`src/rtl/uart_rx_sampler.sv`:
```
// Oversampling UART receiver front end: synchronises rx, majority-votes three
// samples around mid-bit, rejects false starts and checks optional parity.
module uart_rx_sampler #(
    parameter int OVERSAMPLE  = 16,
    parameter int DATA_BITS   = 8,
    parameter int SYNC_STAGES = 2
) (
    input  logic       clk,
    input  logic       syncReset,
    input  logic       tick,
    input  logic       rx,
    input  logic       parity_en,
    input  logic       parity_odd,
    output logic [7:0] data,
    output logic       done,
    output logic       err,
    output logic       busy
);

    localparam int CW = $clog2(OVERSAMPLE);
    localparam int BW = (DATA_BITS > 1) ? $clog2(DATA_BITS) : 1;

    localparam logic [CW-1:0] M_LO    = CW'(OVERSAMPLE / 2 - 1);
    localparam logic [CW-1:0] M_MID   = CW'(OVERSAMPLE / 2);
    localparam logic [CW-1:0] M_HI    = CW'(OVERSAMPLE / 2 + 1);
    localparam logic [CW-1:0] CNT_MAX = CW'(OVERSAMPLE - 1);
    localparam logic [BW-1:0] LAST    = BW'(DATA_BITS - 1);

    typedef enum logic [2:0] {
        IDLE,
        START,
        DATA,
        PARITY,
        STOP
    } state_t;

    logic [SYNC_STAGES-1:0] sync_q;
    logic [SYNC_STAGES:0]   sync_in;
    logic                   rxs;

    state_t        state_q, state_d;
    logic [CW-1:0] cnt_q, cnt_d;
    logic [BW-1:0] bit_q, bit_d;
    logic [7:0]    shift_q, shift_d;
    logic          xor_q, xor_d;
    logic          pen_q, pen_d;
    logic          podd_q, podd_d;
    logic          pbad_q, pbad_d;
    logic          s_lo_q, s_lo_d;
    logic          s_mid_q, s_mid_d;
    logic [7:0]    data_q, data_d;
    logic          done_q, done_d;
    logic          err_q, err_d;
    logic          vote;

    // The synchroniser runs every clk; only the frame logic is gated by tick.
    assign sync_in = {sync_q, rx};
    assign rxs     = sync_in[SYNC_STAGES];

    assign vote = (s_lo_q & s_mid_q) | (s_lo_q & rxs) | (s_mid_q & rxs);

    always_comb begin
        state_d = state_q;
        cnt_d   = cnt_q;
        bit_d   = bit_q;
        shift_d = shift_q;
        xor_d   = xor_q;
        pen_d   = pen_q;
        podd_d  = podd_q;
        pbad_d  = pbad_q;
        s_lo_d  = s_lo_q;
        s_mid_d = s_mid_q;
        data_d  = data_q;
        done_d  = 1'b0;
        err_d   = 1'b0;

        if (tick) begin
            if (state_q != IDLE) begin
                cnt_d = cnt_q + CW'(1);
                if (cnt_q == M_LO) begin
                    s_lo_d = rxs;
                end
                if (cnt_q == M_MID) begin
                    s_mid_d = rxs;
                end
            end

            case (state_q)
                IDLE: begin
                    if (!rxs) begin
                        state_d = START;
                        cnt_d   = CW'(1);
                        bit_d   = '0;
                        shift_d = '0;
                        xor_d   = 1'b0;
                        pbad_d  = 1'b0;
                        pen_d   = parity_en;
                        podd_d  = parity_odd;
                    end
                end
                START: begin
                    if (cnt_q == M_HI && vote) begin
                        state_d = IDLE;
                        cnt_d   = '0;
                    end else if (cnt_q == CNT_MAX) begin
                        state_d = DATA;
                        bit_d   = '0;
                    end
                end
                DATA: begin
                    if (cnt_q == M_HI) begin
                        shift_d[bit_q] = vote;
                        xor_d          = xor_q ^ vote;
                    end
                    if (cnt_q == CNT_MAX) begin
                        if (bit_q == LAST) begin
                            state_d = pen_q ? PARITY : STOP;
                        end else begin
                            bit_d = bit_q + BW'(1);
                        end
                    end
                end
                PARITY: begin
                    if (cnt_q == M_HI) begin
                        pbad_d = (xor_q ^ vote) != podd_q;
                    end
                    if (cnt_q == CNT_MAX) begin
                        state_d = STOP;
                    end
                end
                STOP: begin
                    // Decide at mid stop bit so a short stop bit still resyncs.
                    if (cnt_q == M_HI) begin
                        data_d  = shift_q;
                        done_d  = 1'b1;
                        err_d   = ~vote | pbad_q;
                        state_d = IDLE;
                        cnt_d   = '0;
                    end
                end
                default: begin
                    state_d = IDLE;
                    cnt_d   = '0;
                end
            endcase
        end
    end

    always_ff @(posedge clk) begin
        if (syncReset) begin
            sync_q  <= '1;
            state_q <= IDLE;
            cnt_q   <= '0;
            bit_q   <= '0;
            shift_q <= '0;
            xor_q   <= 1'b0;
            pen_q   <= 1'b0;
            podd_q  <= 1'b0;
            pbad_q  <= 1'b0;
            s_lo_q  <= 1'b1;
            s_mid_q <= 1'b1;
            data_q  <= '0;
            done_q  <= 1'b0;
            err_q   <= 1'b0;
        end else begin
            sync_q  <= sync_in[SYNC_STAGES-1:0];
            state_q <= state_d;
            cnt_q   <= cnt_d;
            bit_q   <= bit_d;
            shift_q <= shift_d;
            xor_q   <= xor_d;
            pen_q   <= pen_d;
            podd_q  <= podd_d;
            pbad_q  <= pbad_d;
            s_lo_q  <= s_lo_d;
            s_mid_q <= s_mid_d;
            data_q  <= data_d;
            done_q  <= done_d;
            err_q   <= err_d;
        end
    end

    assign data = data_q;
    assign done = done_q;
    assign err  = err_q;
    assign busy = (state_q != IDLE);

endmodule

```
`config.mk`:
```
export PLATFORM = sky130hd
export DESIGN_NAME = uart_rx_sampler
export DESIGN_NICKNAME = d
export VERILOG_FILES = /design/src/rtl/uart_rx_sampler.sv
export SDC_FILE = /design/constraint.sdc
export NUM_CORES = 1
export LEC_CHECK = 0
export BUFFER_PORTS_ARGS = -buffer_cell sky130_fd_sc_hd__buf_2
export CAP_MARGIN = 30
export CORE_ASPECT_RATIO = 1.2
export CORE_MARGIN = 8
export CORE_UTILIZATION = 58
export DETAILED_ROUTE_END_ITERATION = 10
export PLACE_DENSITY = 0.75
export SYNTH_ARGS = -nofsm -noshare
export SYNTH_HDL_FRONTEND = slang
export SYNTH_SLANG_ARGS = --single-unit
```
`constraint.sdc`:
```
create_clock -name clk -period 2 [get_ports clk]
set_input_delay 0.2 -clock clk [delete_from_list [all_inputs] [get_ports clk]]
set_output_delay 0.2 -clock clk [all_outputs]
set_load 0.1 [all_outputs]
```
---- Word-level counts from Yosys, hierarchy flattened ----
Cells that the tools add are included.
word-level totals
  register bits ........................... 36
  bits of input ports ..................... 6
  word-level logic and storage cells ...... 101
operators by class
  add/subtract/negate cells ............... 2
  magnitude comparators ................... 2
  eq/ne operators ......................... 21
  multiplexer cells ....................... 32
  bitwise logic cells ..................... 12
  reductions and logical operators ........ 18
operators with widths
  cell                                                                  number
  3-bit 2-to-1 mux                                                      13
  2-bit != test, second input constant                                  10
  4-bit 2-to-1 mux                                                      4
  8-bit 2-to-1 mux                                                      2
  4-bit case mux with 4 select lines                                    1
  8-bit case mux with 2 select lines                                    1
  3-bit case mux with 5 select lines                                    1
  7-bit AND reduction                                                   2
  4-bit == test, second input constant                                  3
  3-bit AND reduction                                                   4
  3-bit case mux with 3 select lines                                    1
  8-bit bitwise mux                                                     1
  4-bit AND reduction                                                   2
  3-bit by 2-bit == test with 1-bit output, second input constant       2
  3-bit == test, second input constant                                  2
  3-bit nonzero test                                                    2
  1-bit 2-to-1 mux                                                      5
  1-bit inverter                                                        5
  4-bit by 1-bit adder with 4-bit output, second input constant         1
  4-bit by 3-bit == test with 1-bit output, second input constant       1
  3-bit by 4-bit < comparator with 1-bit output, second input constant  1
  1-bit case mux with 2 select lines                                    2
  2-bit nonzero test                                                    2
  4-bit OR reduction                                                    1
  13 further kinds                                                      18

---- Logic depth before layout (Yosys ltp) ----
Gate-level depths: netlist of the first run.
  depth in word-level cells ............... 7
  depth in mapped cells ................... 7
  gate-level depth less buffers ........... 6

---- Worst setup path after synthesis of the first run ----
Ideal clock, no wire load.
  path kind ............................... register -> register
  start ................................... register state_q[1]
  end ..................................... register state_q[0]
  arrival ................................. 1.921 ns
  data required time ...................... 1.877 ns
  slack ................................... -0.044 ns
  cell stages (with the launch flop) ...... 6
  period minus slack after synthesis ...... 2.044 ns
  cells stage by stage .................... dfxtp_1 -> nor3_2 -> inv_1 -> o21ai_2 -> a211oi_2 -> mux2_1
on the way
  cells in the longest elaborated chain, start to end .. 3
  elaborated cells on any way between the ends .. 13
  those cells by class .................... eq/ne: 10; mux: 1; reduce/logical: 2
ends and longest elaborated chain
  element                                                           RTL line  RTL
  start, declared                                                   41        state_t state_q, state_d;
  start signal, assigned                                            167       state_q <= state_d;
  3-bit by 1-bit == test with 1-bit output (tied with other cells)  88        case (state_q)
  3-bit != test (no source line) or 2-bit != test (tied branches)   -
  7-bit AND reduction (no source line)                              -
Parallel ways exist; a longest one is shown, timed or not.
A chain may end at the register's enable or synchronous reset.

---- Worst setup path after layout of the first run ----
  start ................................... register state_q[1]
  end ..................................... output busy
on the way
  cells in the longest elaborated chain, start to end .. 1
ends and longest elaborated chain
  element             RTL line  RTL
  3-bit nonzero test  186       assign busy = (state_q != IDLE);
  end, declared       17        output logic busy
No other way between the ends.

==> results by group, run 1 <==
Floorplanning
  • Core Region: about 0.0033 mm2
  • Die Ht: slightly below 80 um
  • Row cnt: 23
  • Die Wd: about 68 um
  • # IOs: 17
  • DIE AREA: between 0.005 and 0.006 mm2
  • Initial core utilization: 0.589

Clocking
  • Clock Tree Root: clkbuf_8
  • Clock Latency Late Sink: 0.29 ns
  • Bufs on Longest Clock Path: 2
  • CTS tree: built
  • Cts bufs inserted: 5
  • Clock Sinks: 36
  • H-Tree Depth: 2
  • Clock-pin transition on the worst setup and hold timing paths: approximately 0.07 ns

Logic synthesis
  • Mapped Cells: 226
  • Ys async rst share: 0
  • Flop and latch count out of synthesis: 36
  • Net count after synthesis: 237
  • EDFF count, synth: 0
  • YS warnings: 0
  • Area of the mapped netlist: 0.00192 mm2
  • Post-synth cell types: 54
  • Syn Area/Cell: 8.48 um2
  • Register area share after synthesis: 0.376
  • Synth Flop Type: dfxtp_1

Final layout
  • Non-Filler Instances: roughly 280
  • Commonest non-fill, non-tap cells in the layout: dfxtp_1, a21oi_1, o21ai_0
  • Commonest non-fill, non-tap cell in the layout: dfxtp_1
  • Inserted Diodes: 0
  • Fillers: roughly 300
  • Final core utilization: 0.665
  • Final net count: approximately 260
  • P&R area growth vs syn: 12.9%
  • Final Cell Area: ~0.0022 mm2
  • Layout cells sized above 1: 0.202

Timing
  • Tightest Pin Transition: ~0.49 ns
  • RSZ-0062 raised after global routing: false
  • Fin. Hold Viols: 0
  • Worst Skew: between 0.006 and 0.007 ns
  • F_max: about 0.53 GHz
  • Setup TNS: 0 ns
  • Part of the cycle the worst path needs: 0.936
  • Fin crit period: 1.87 ns
  • Setup violators final: 0
  • Hold Slack: between 0.09 and 0.1 ns
  • Worst rel slew slack: 0.677
  • Worst setup margin: roughly 0.13 ns
  • Fin. max-slew vios: 0

Placement
  • Pre-CTS setup slack: 0.0923 ns
  • Post-Place Cells: 276
  • Post-DP HPWL: ~3300 um
  • Routability cong.: 0.912
  • Placed cell area: approximately 0.0021 mm2
  • I/O Buffers: 16

GRT
  • First-pass GRT wire length: around 7400 um
  • Largest net degree at the start of global routing: 22
  • GRT Total Usage: 0.174
  • Vias in the first global route: 1672
  • Total grt overflow: 0
  • Initial antenna violation count: 0

Status
  • Outcome: finished, final reports clean

Worst hold path
  • Hold Crit Class: primary input to flop
  • HP Start: rx
  • Hold Crit Depth: 2
  • Worst Hold End: sync_q[0]

Critical path
  • CP peak stage delay: between 0.4 and 0.5 ns
  • CP Launch Type: flop
  • Max FO, Critical Path: 12
  • Launch instance of the worst register-to-register path: cnt_q[0]
  • Crit-path cells: nor3_4 > clkinvlp_4 > buf_2
  • CP arrival: 1.67 ns
  • Worst r2r dst: state_q[0]
  • Critical path endpoint category: output port
  • CP startpoint: state_q[1]
  • WP data required: roughly 1.8 ns
  • Slowest CP cell: dfxtp_1
  • WS Path Type: flop to output port
  • Worst R2R Path Depth: 5
  • Setup slack, reg-to-reg: about 0.17 ns

Detailed routing
  • Antenna viol nets, final: 0
  • Vias: 1711
  • DRT iter0 DRCs: between 80 and 90
  • Residual DRC: 0
  • Vias per inst: roughly 6
  • Initial DRT Pass Iterations: 4
  • Drt total wl: 4370 um
  • Routed WL per cell: ~15 um

Pwr
  • LEAKAGE: 0.890 nW
  • Power Dens Cells: 655 mW/mm2
  • Worst IR drop on VDD: between 0.6 and 0.7 mV
  • Post-layout total power: 1.42 mW

Job
  • Max-Cap Viols: 0
worst max-delay path: cells and delay by family, from the launching register on:
kind	cells	cell delay, ns
buf+inv	2	0.57
simple gates	1	0.36
flops	1	0.45
state kept, by name (all words and copies together) (netlist names), 2 cells and up:
register,flops
cnt_q,4
sync_q,2
data,8
state_q,3
bit_q,3
shift_q,8
cells by family after synthesis:
kind of cell	synth area share
flip-flops	0.376
multiplexers	0.0796
AO/OA/AOI/OAI	0.195
adder cells (fa/ha/maj)	0.0379
buffers and inverters	0.0685
XOR/XNOR	0.00914
AND/OR/NAND/NOR	0.234
cell usage after synthesis (5+ instances only):
library cell,count,share of area
a21oi_1,19,0.050
a31oi_1,6,0.020
clkbuf_1,7,0.014
dfxtp_1,36,0.38
ha_1,5,0.033
inv_1,9,0.018
mux2i_1,13,0.068
nand2_1,15,0.029
nand3_1,8,0.021
nor2_1,17,0.033
nor2b_1,5,0.016
o21ai_0,18,0.047
power breakdown:
part / internal, mW / switching [mW] / leakage [nW]
Combinational: 0.0480 / 0.0948 / 0.555
Sequential: 0.724 / 0.0135 / 0.291
Clock: 0.280 / 0.257 / 0.0445
Total: 1.05 / 0.365 / 0.890
routing by layer:
metal / vias up / global-route usage / wire, um
met4: 0 / 0.0903 / 111
li1: 862 / - / -
met3: 11 / 0.0436 / 190
met5: - / 0 / 0
met2: 39 / 0.291 / 2110
met1: 799 / 0.194 / 1960
how the worst max path moves through the flow:
stage	to	slack [ns]	cells after the start
floorplan	state_q[0]	0.003	5
global placement	data[7]	0.18	5
detailed placement	data[0]	0.09	5
CTS	data[0]	0.08	5
global route	busy	0.03	3
finish	busy	0.13	3
cell type report:
| type | count | area [um2] | area share |
|---|---|---|---|
| Inverter | 10 | 41.3 | 0.0191 |
| Multi-Input combinational cell | 164 | 1080 | 0.501 |
| Sequential cell | 36 | 721 | 0.333 |
| Clock inverter | 1 | 7.51 | 0.00347 |
| Clock buffer | 7 | 86.3 | 0.0399 |
| Timing Repair Buffer | 29 | 178 | 0.0821 |
| Tap cell | 37 | 46.3 | 0.0214 |
timing repair:
action / CTS / global route
hold endpoints to repair: 0 / 0
setup buffers: 0 / 0
hold buffers: 0 / 0
resized for setup: 0 / 1
setup endpoints to repair: 0 / 7
(Power assumes the default switching activity.)
==> run 2, diff against run 1 <==
--- a/config.mk
+++ b/config.mk
@@ -11,6 +11,7 @@
 export CORE_MARGIN = 8
 export CORE_UTILIZATION = 58
 export DETAILED_ROUTE_END_ITERATION = 10
+export HOLD_SLACK_MARGIN = 0.1
 export PLACE_DENSITY = 0.75
 export SYNTH_ARGS = -nofsm -noshare
 export SYNTH_HDL_FRONTEND = slang
==> run 2 against run 1 <==
Effect of this change:
- design area up 0.46%
- utilization grew 0.31 points
- cell count grew 0.35%
- die area unchanged
- sequential power hardly changed
- via count down 0.70%
- register-to-register slack is essentially flat
- combinational power is essentially flat
==> results by group, run 2 (synthesis results as in run 1) <==
Critical path
  • CP Launch Type: flop
  • CP arrival: 1.67 ns (about the same)
  • Max FO, Critical Path: 12 (unchanged)
  • WP data required: 1.80 ns (about the same)
  • Critical path endpoint category: output port
  • WS Path Type: flop to output port

Pwr
  • Worst IR drop on VDD: 0.611 mV (-0.15%)
  • Internal: 1.05 mW (+0.11%)
  • Clock share of power: 0.378 (about the same)
  • Logic gate share of total power: 0.102 (about the same)
  • Switching part of the total: 0.257 (-0.000645)
  • LEAKAGE: 0.895 nW (+0.47%)
  • Power Dens Cells: 652 mW/mm2 (-0.43%)
  • Psw: 0.364 mW (-0.22%)
  • Register share of total power: 0.520 (about the same)

Timing
  • RSZ-0062 raised after global routing: false
  • F_max: 0.534 GHz (about the same)
  • Worst setup margin: 0.129 ns (+0.000970 ns)
  • Fin. Hold Viols: 0 (unchanged)
  • Fin. max-slew vios: 0 (unchanged)
  • Tightest Pin Transition: 0.487 ns (+0.000000596 ns)
  • Worst rel slew slack: 0.677 (unchanged)
  • Fin crit period: 1.87 ns (-0.000970 ns)
  • Hold Slack: 0.143 ns (+0.0499 ns)
  • Worst Skew: 0.00663 ns (+0.000533 ns)
  • Setup violators final: 0 (unchanged)
  • Part of the cycle the worst path needs: 0.936 (about the same)
  • Setup TNS: 0 ns (unchanged)

Placement
  • Pre-CTS setup slack: 0.0923 ns (unchanged)
  • I/O Buffers: 16 (unchanged)
  • Post-DP HPWL: 3280 um (unchanged)
  • Placed cell area: 0.00206 mm2 (unchanged)
  • Routability cong.: 0.912 (unchanged)

Floorplanning
  • Core Region: 0.00325 mm2 (unchanged)
  • Initial core utilization: 0.589 (unchanged)
  • # IOs: 17 (unchanged)
  • Die Ht: 79.0 um (unchanged)
  • DIE AREA: 0.00541 mm2 (unchanged)
  • Die Wd: 68.5 um (unchanged)
  • Row cnt: 23 (unchanged)

Detailed routing
  • Drt total wl: 4390 um (+0.37%)
  • Vias per inst: 5.96 (-1.0%)
  • Highest metal used: met4
  • Antenna viol nets, final: 0 (unchanged)
  • Routed WL per cell: 15.4 um (about the same)
  • DRT iter0 DRCs: 98 (+20%)
  • M1 WL: 1920 um (-1.8%)
  • Vias: 1699 (-0.70%)
  • WL met3: 235 um (+24%)
  • WL met2: 2100 um (-0.57%)
  • Residual DRC: 0 (unchanged)
  • Initial DRT Pass Iterations: 4 (unchanged)

Clocking
  • Clock Tree Root: clkbuf_8
  • Clock Sinks: 36 (unchanged)
  • H-Tree Depth: 2 (unchanged)
  • Clock-pin transition on the worst setup and hold timing paths: 0.07 ns (about the same)
  • Cts bufs inserted: 5 (unchanged)
  • Clock Latency Late Sink: 0.29 ns (about the same)
  • Post-CTS setup buffer count: 0 (unchanged)
  • CTS tree: built
  • Bufs on Longest Clock Path: 2 (unchanged)

Final layout
  • Commonest non-fill, non-tap cell in the layout: dfxtp_1
  • Final Cell Area: 0.00217 mm2 (+0.46%)
  • P&R area growth vs syn: 13.4%
  • Layout cells sized above 1: 0.202 (-0.000816)
  • Final net count: 258 (+0.39%)
  • Commonest non-fill, non-tap cells in the layout: dfxtp_1, a21oi_1, o21ai_0
  • Final core utilization: 0.668 (+0.00308)
  • Fillers: 298 (-1.0%)
  • Inserted Diodes: 0 (unchanged)

Status
  • Outcome: finished, final reports clean

Worst hold path
  • Hold Crit Class: primary input to flop

GRT
  • Vias in the first global route: 1672 (unchanged)
  • Initial antenna violation count: 0 (unchanged)
  • Total grt overflow: 0 (unchanged)
  • GRT Total Usage: 0.174 (+0.000281)
  • Largest net degree at the start of global routing: 22 (unchanged)
  • First-pass GRT wire length: 7410 um (+0.19%)

Job
  • Max-Cap Viols: 0 (unchanged)
-- run 2: changes by cell type in the layout (fill, tap and decap cells not counted) --
cell,before,now
dlygate4sd3_1,0,1
-- run 2: final cells by class --
cell class | count | area (um2) | share of cell area
multi-input combinational | 164 | 1080 | 0.499
sequential | 36 | 721 | 0.332
timing repair buffer | 30 | 188 | 0.0864
clock buffer | 7 | 86.3 | 0.0397
tap | 37 | 46.3 | 0.0213
inverter | 10 | 41.3 | 0.0190
clock inverter | 1 | 7.51 | 0.00345
-- run 2: critical path, cell delays in order (launching register included) --
cell and delay (ns):
dfxtp_1 0.45, nor3_4 0.36, clkinvlp_4 0.23, buf_2 0.33
-- run 2: power by group through the flow --
stage | sequential [mW] | combinational, mW | clock, mW
2_1_floorplan | 0.746 | 0.112 | 0
3_3_place_gp | 0.752 | 0.140 | 0
3_5_place_dp | 0.753 | 0.141 | 0
4_1_cts | 0.737 | 0.143 | 0.546
5_1_grt | 0.738 | 0.159 | 0.584
6_report | 0.737 | 0.144 | 0.536
-- run 2: path summary, 6_finish.rpt --
path	start	endpoint	slack (ns)	depth (start not counted)
max	state_q[1]	busy	0.13	3
min	parity_en	pen_q	0.14	3
max reg2reg	cnt_q[0]	state_q[0]	0.17	5
min reg2reg	sync_q[0]	sync_q[1]	0.45	1
-- run 2: timing repair --
action / 4_1_cts / 5_1_grt
hold endpoints to repair: 1 / 0
setup endpoints to repair: 0 / 7
hold buffers: 1 / 0
resized for setup: 0 / 1
-- run 2: layer usage --
layer / up-vias / track usage
li1: 863 / -
met1: 776 / 0.195
met2: 46 / 0.291
met3: 14 / 0.0436
met4: 0 / 0.0903
met5: - / 0
-- run 2: stage by stage --
step | power [mW] | std cells
3_3_place_gp | 0.893 | 276
3_5_place_dp | 0.895 | 276
5_1_grt | 1.48 | 285
4_1_cts | 1.43 | 285
6_report | 1.42 | 285
2_1_floorplan | 0.858 | 226
==> run 3, diff against run 2 <==
==> config.mk (replaced) <==
export PLATFORM = sky130hd
export DESIGN_NAME = uart_rx_sampler
export DESIGN_NICKNAME = d
export VERILOG_FILES = /design/src/rtl/uart_rx_sampler.sv
export SDC_FILE = /design/constraint.sdc
export NUM_CORES = 1
export LEC_CHECK = 0
export BUFFER_PORTS_ARGS = -buffer_cell sky130_fd_sc_hd__buf_4
export CAP_MARGIN = 30
export CORE_ASPECT_RATIO = 1.2
export CORE_MARGIN = 8
export CORE_UTILIZATION = 58
export DETAILED_ROUTE_END_ITERATION = 10
export HOLD_SLACK_MARGIN = 0.1
export PLACE_DENSITY = 0.78
export SYNTH_ARGS = -nofsm -noshare
export SYNTH_HDL_FRONTEND = slang
export SYNTH_SLANG_ARGS = --single-unit
==> run 3 against run 2 <==
Effect of this change:
- first-iteration DRC count increased by 61%
- clock-buffer cell count decreased by 2
- setup slack improved by 0.0031 ns
- cell count increased by 0.35%
- sequential cell count unchanged
- highest routed layer unchanged
- combinational power increased by 6%
- sequential power about the same
- largest cell class unchanged
- critical path depth increased by 2
==> results by group, run 3 (synthesis results as in run 1) <==
Placement
  • I/O Buffers: 16 (unchanged)
  • Post-DP HPWL: 3210 um (-2.3%)
  • Routability cong.: 0.862 (-5.5%)

Pwr
  • Worst IR drop on VDD: 0.447 mV (-27%)
  • LEAKAGE: 0.907 nW (+1.4%)
  • Switching part of the total: 0.269 (+0.0124)
  • Register share of total power: 0.527 (+0.007)
  • Psw: 0.376 mW (+3.3%)
  • Logic gate share of total power: 0.109 (+0.007)
  • Clock share of power: 0.364 (-0.014)
  • Power Dens Cells: 630 mW/mm2 (-3.3%)
  • Post-layout total power: 1.40 mW (-1.5%)
  • Internal: 1.02 mW (-3.1%)

Detailed routing
  • Drt total wl: 4430 um (+0.96%)
  • Routed WL per cell: 15.5 um (+0.60%)
  • DRT iter0 DRCs: 158 (+61%)
  • Antenna viol nets, final: 0 (unchanged)
  • Vias per inst: 6.14 (+2.9%)
  • Residual DRC: 0 (unchanged)
  • Initial DRT Pass Iterations: 4 (unchanged)
  • Vias: 1755 (+3.3%)

Floorplanning
  • Die Ht: 79.0 um (unchanged)
  • Initial core utilization: 0.589 (unchanged)
  • Row cnt: 23 (unchanged)
  • Die Wd: 68.5 um (unchanged)
  • DIE AREA: 0.00541 mm2 (unchanged)
  • Core Region: 0.00325 mm2 (unchanged)
  • # IOs: 17 (unchanged)

Final layout
  • Final net count: 259 (+0.39%)
  • Commonest non-fill, non-tap cell in the layout: dfxtp_1
  • Inserted Diodes: 0 (unchanged)
  • P&R area growth vs syn: 15.5%
  • Layout cells sized above 1: 0.209 (+0.00722)
  • Fillers: 296 (-0.67%)
  • Commonest non-fill, non-tap cells in the layout: dfxtp_1, buf_4, a21oi_1

Timing
  • Part of the cycle the worst path needs: 0.934 (-0.00156)
  • Setup TNS: 0 ns (unchanged)
  • Fin. Hold Viols: 0 (unchanged)
  • Fin. max-slew vios: 0 (unchanged)
  • Worst rel slew slack: 0.697 (+0.0193)
  • Setup violators final: 0 (unchanged)
  • Fin crit period: 1.87 ns (-0.00313 ns)
  • F_max: 0.535 GHz (+0.17%)
  • Worst Skew: 0.00430 ns (-0.00234 ns)
  • Tightest Pin Transition: 0.454 ns (-0.0329 ns)
  • RSZ-0062 raised after global routing: false

GRT
  • First-pass GRT wire length: 7370 um (-0.55%)
  • Initial antenna violation count: 0 (unchanged)
  • Largest net degree at the start of global routing: 34 (+55%)
  • Total grt overflow: 0 (unchanged)
  • Vias in the first global route: 1700 (+1.7%)
  • GRT Total Usage: 0.175 (+0.000624)

Critical path
  • Delay-heaviest family, CP: compound AO/OA/AOI/OAI gates
  • CP startpoint: cnt_q[0]
  • Slowest CP cell: dfxtp_1
  • Max FO, Critical Path: 8 (-4)
  • CP Launch Type: flop
  • WP data required: 2.18 ns (+0.38 ns)
  • Critical path endpoint category: flop
  • WS Path Type: flop to flop
  • WP buf/inv: 0 (-2)
  • CP arrival: 2.05 ns (+0.38 ns)
  • Crit-path cells: ha_1 > nand3b_1 > a32o_1 > a211oi_2 > mux2_1
  • Launch instance of the worst register-to-register path: cnt_q[0]
  • CP peak stage delay: 0.47 ns (+0.02 ns)

Job
  • Max-Cap Viols: 0 (unchanged)

Clocking
  • Cts bufs inserted: 5 (unchanged)
  • Clock-pin transition on the worst setup and hold timing paths: 0.07 ns (about the same)
  • Clock Latency Late Sink: 0.29 ns (about the same)
  • Bufs on Longest Clock Path: 2 (unchanged)
  • Clock Tree Root: clkbuf_8
  • H-Tree Depth: 2 (unchanged)
  • CTS tree: built
  • Clock Sinks: 36 (unchanged)

Worst hold path
  • HP Start: parity_en
  • Hold Crit Class: primary input to flop

Status
  • Outcome: finished, final reports clean
[run 3: layout make-up]
class	count	area, um2	share of cell area
Sequential cell	36	721	0.325
Clock buffer	5	68.8	0.0311
Inverter	10	41.3	0.0186
Clock inverter	3	18.8	0.00847
Tap cell	37	46.3	0.0209
Timing Repair Buffer	31	235	0.106
Multi-Input combinational cell	164	1080	0.489
[run 3: timing repair]
action                     CTS  global route
resized for setup            0             1
hold endpoints to repair     1             0
hold buffers                 1             0
buffers inserted             0             0
setup endpoints to repair    0             9
[run 3: power groups by stage]
stage	Sequential, mW	Clock [mW]	Combinational, mW
final	0.736	0.508	0.152
after global routing	0.736	0.549	0.165
after CTS	0.735	0.522	0.151
after detailed placement	0.752	0	0.149
after global placement	0.751	0	0.148
after floorplan	0.746	0	0.112
[run 3: final timing paths]
kind	cells past startpoint	end	slack, ns
worst max-delay path	5	state_q[0]	0.13
worst min-delay path	3	pen_q	0.14
worst max register to register	5	state_q[0]	0.13
worst min register to register	1	sync_q[1]	0.42
[run 3: metrics by stage]
stage | area (um2) | hold WS, ns | cells | worst slack (ns) | utilization
after floorplan | 1930 | 0.304 | 226 | 0.00344 | -
after global placement | 2110 | 0.386 | 277 | 0.182 | 0.649
after detailed placement | 2110 | 0.391 | 277 | 0.0933 | 0.649
after CTS | 2210 | 0.134 | 286 | 0.0706 | 0.679
after global routing | 2210 | 0.159 | 286 | 0.0147 | 0.681
final | 2210 | 0.138 | 286 | 0.132 | 0.681
[run 3: metal layers]
metal | share of wire | track usage | vias to the layer above
met5 | 0 | 0 | -
met4 | 0.016 | 0.0965 | 0
met3 | 0.063 | 0.0309 | 9
met2 | 0.50 | 0.294 | 54
met1 | 0.42 | 0.199 | 829
li1 | - | - | 863
[run 3: tightest hold or removal path: stages]
cell     delay [ns]
buf_4          0.07
mux2i_1        0.05
nor2_1         0.07
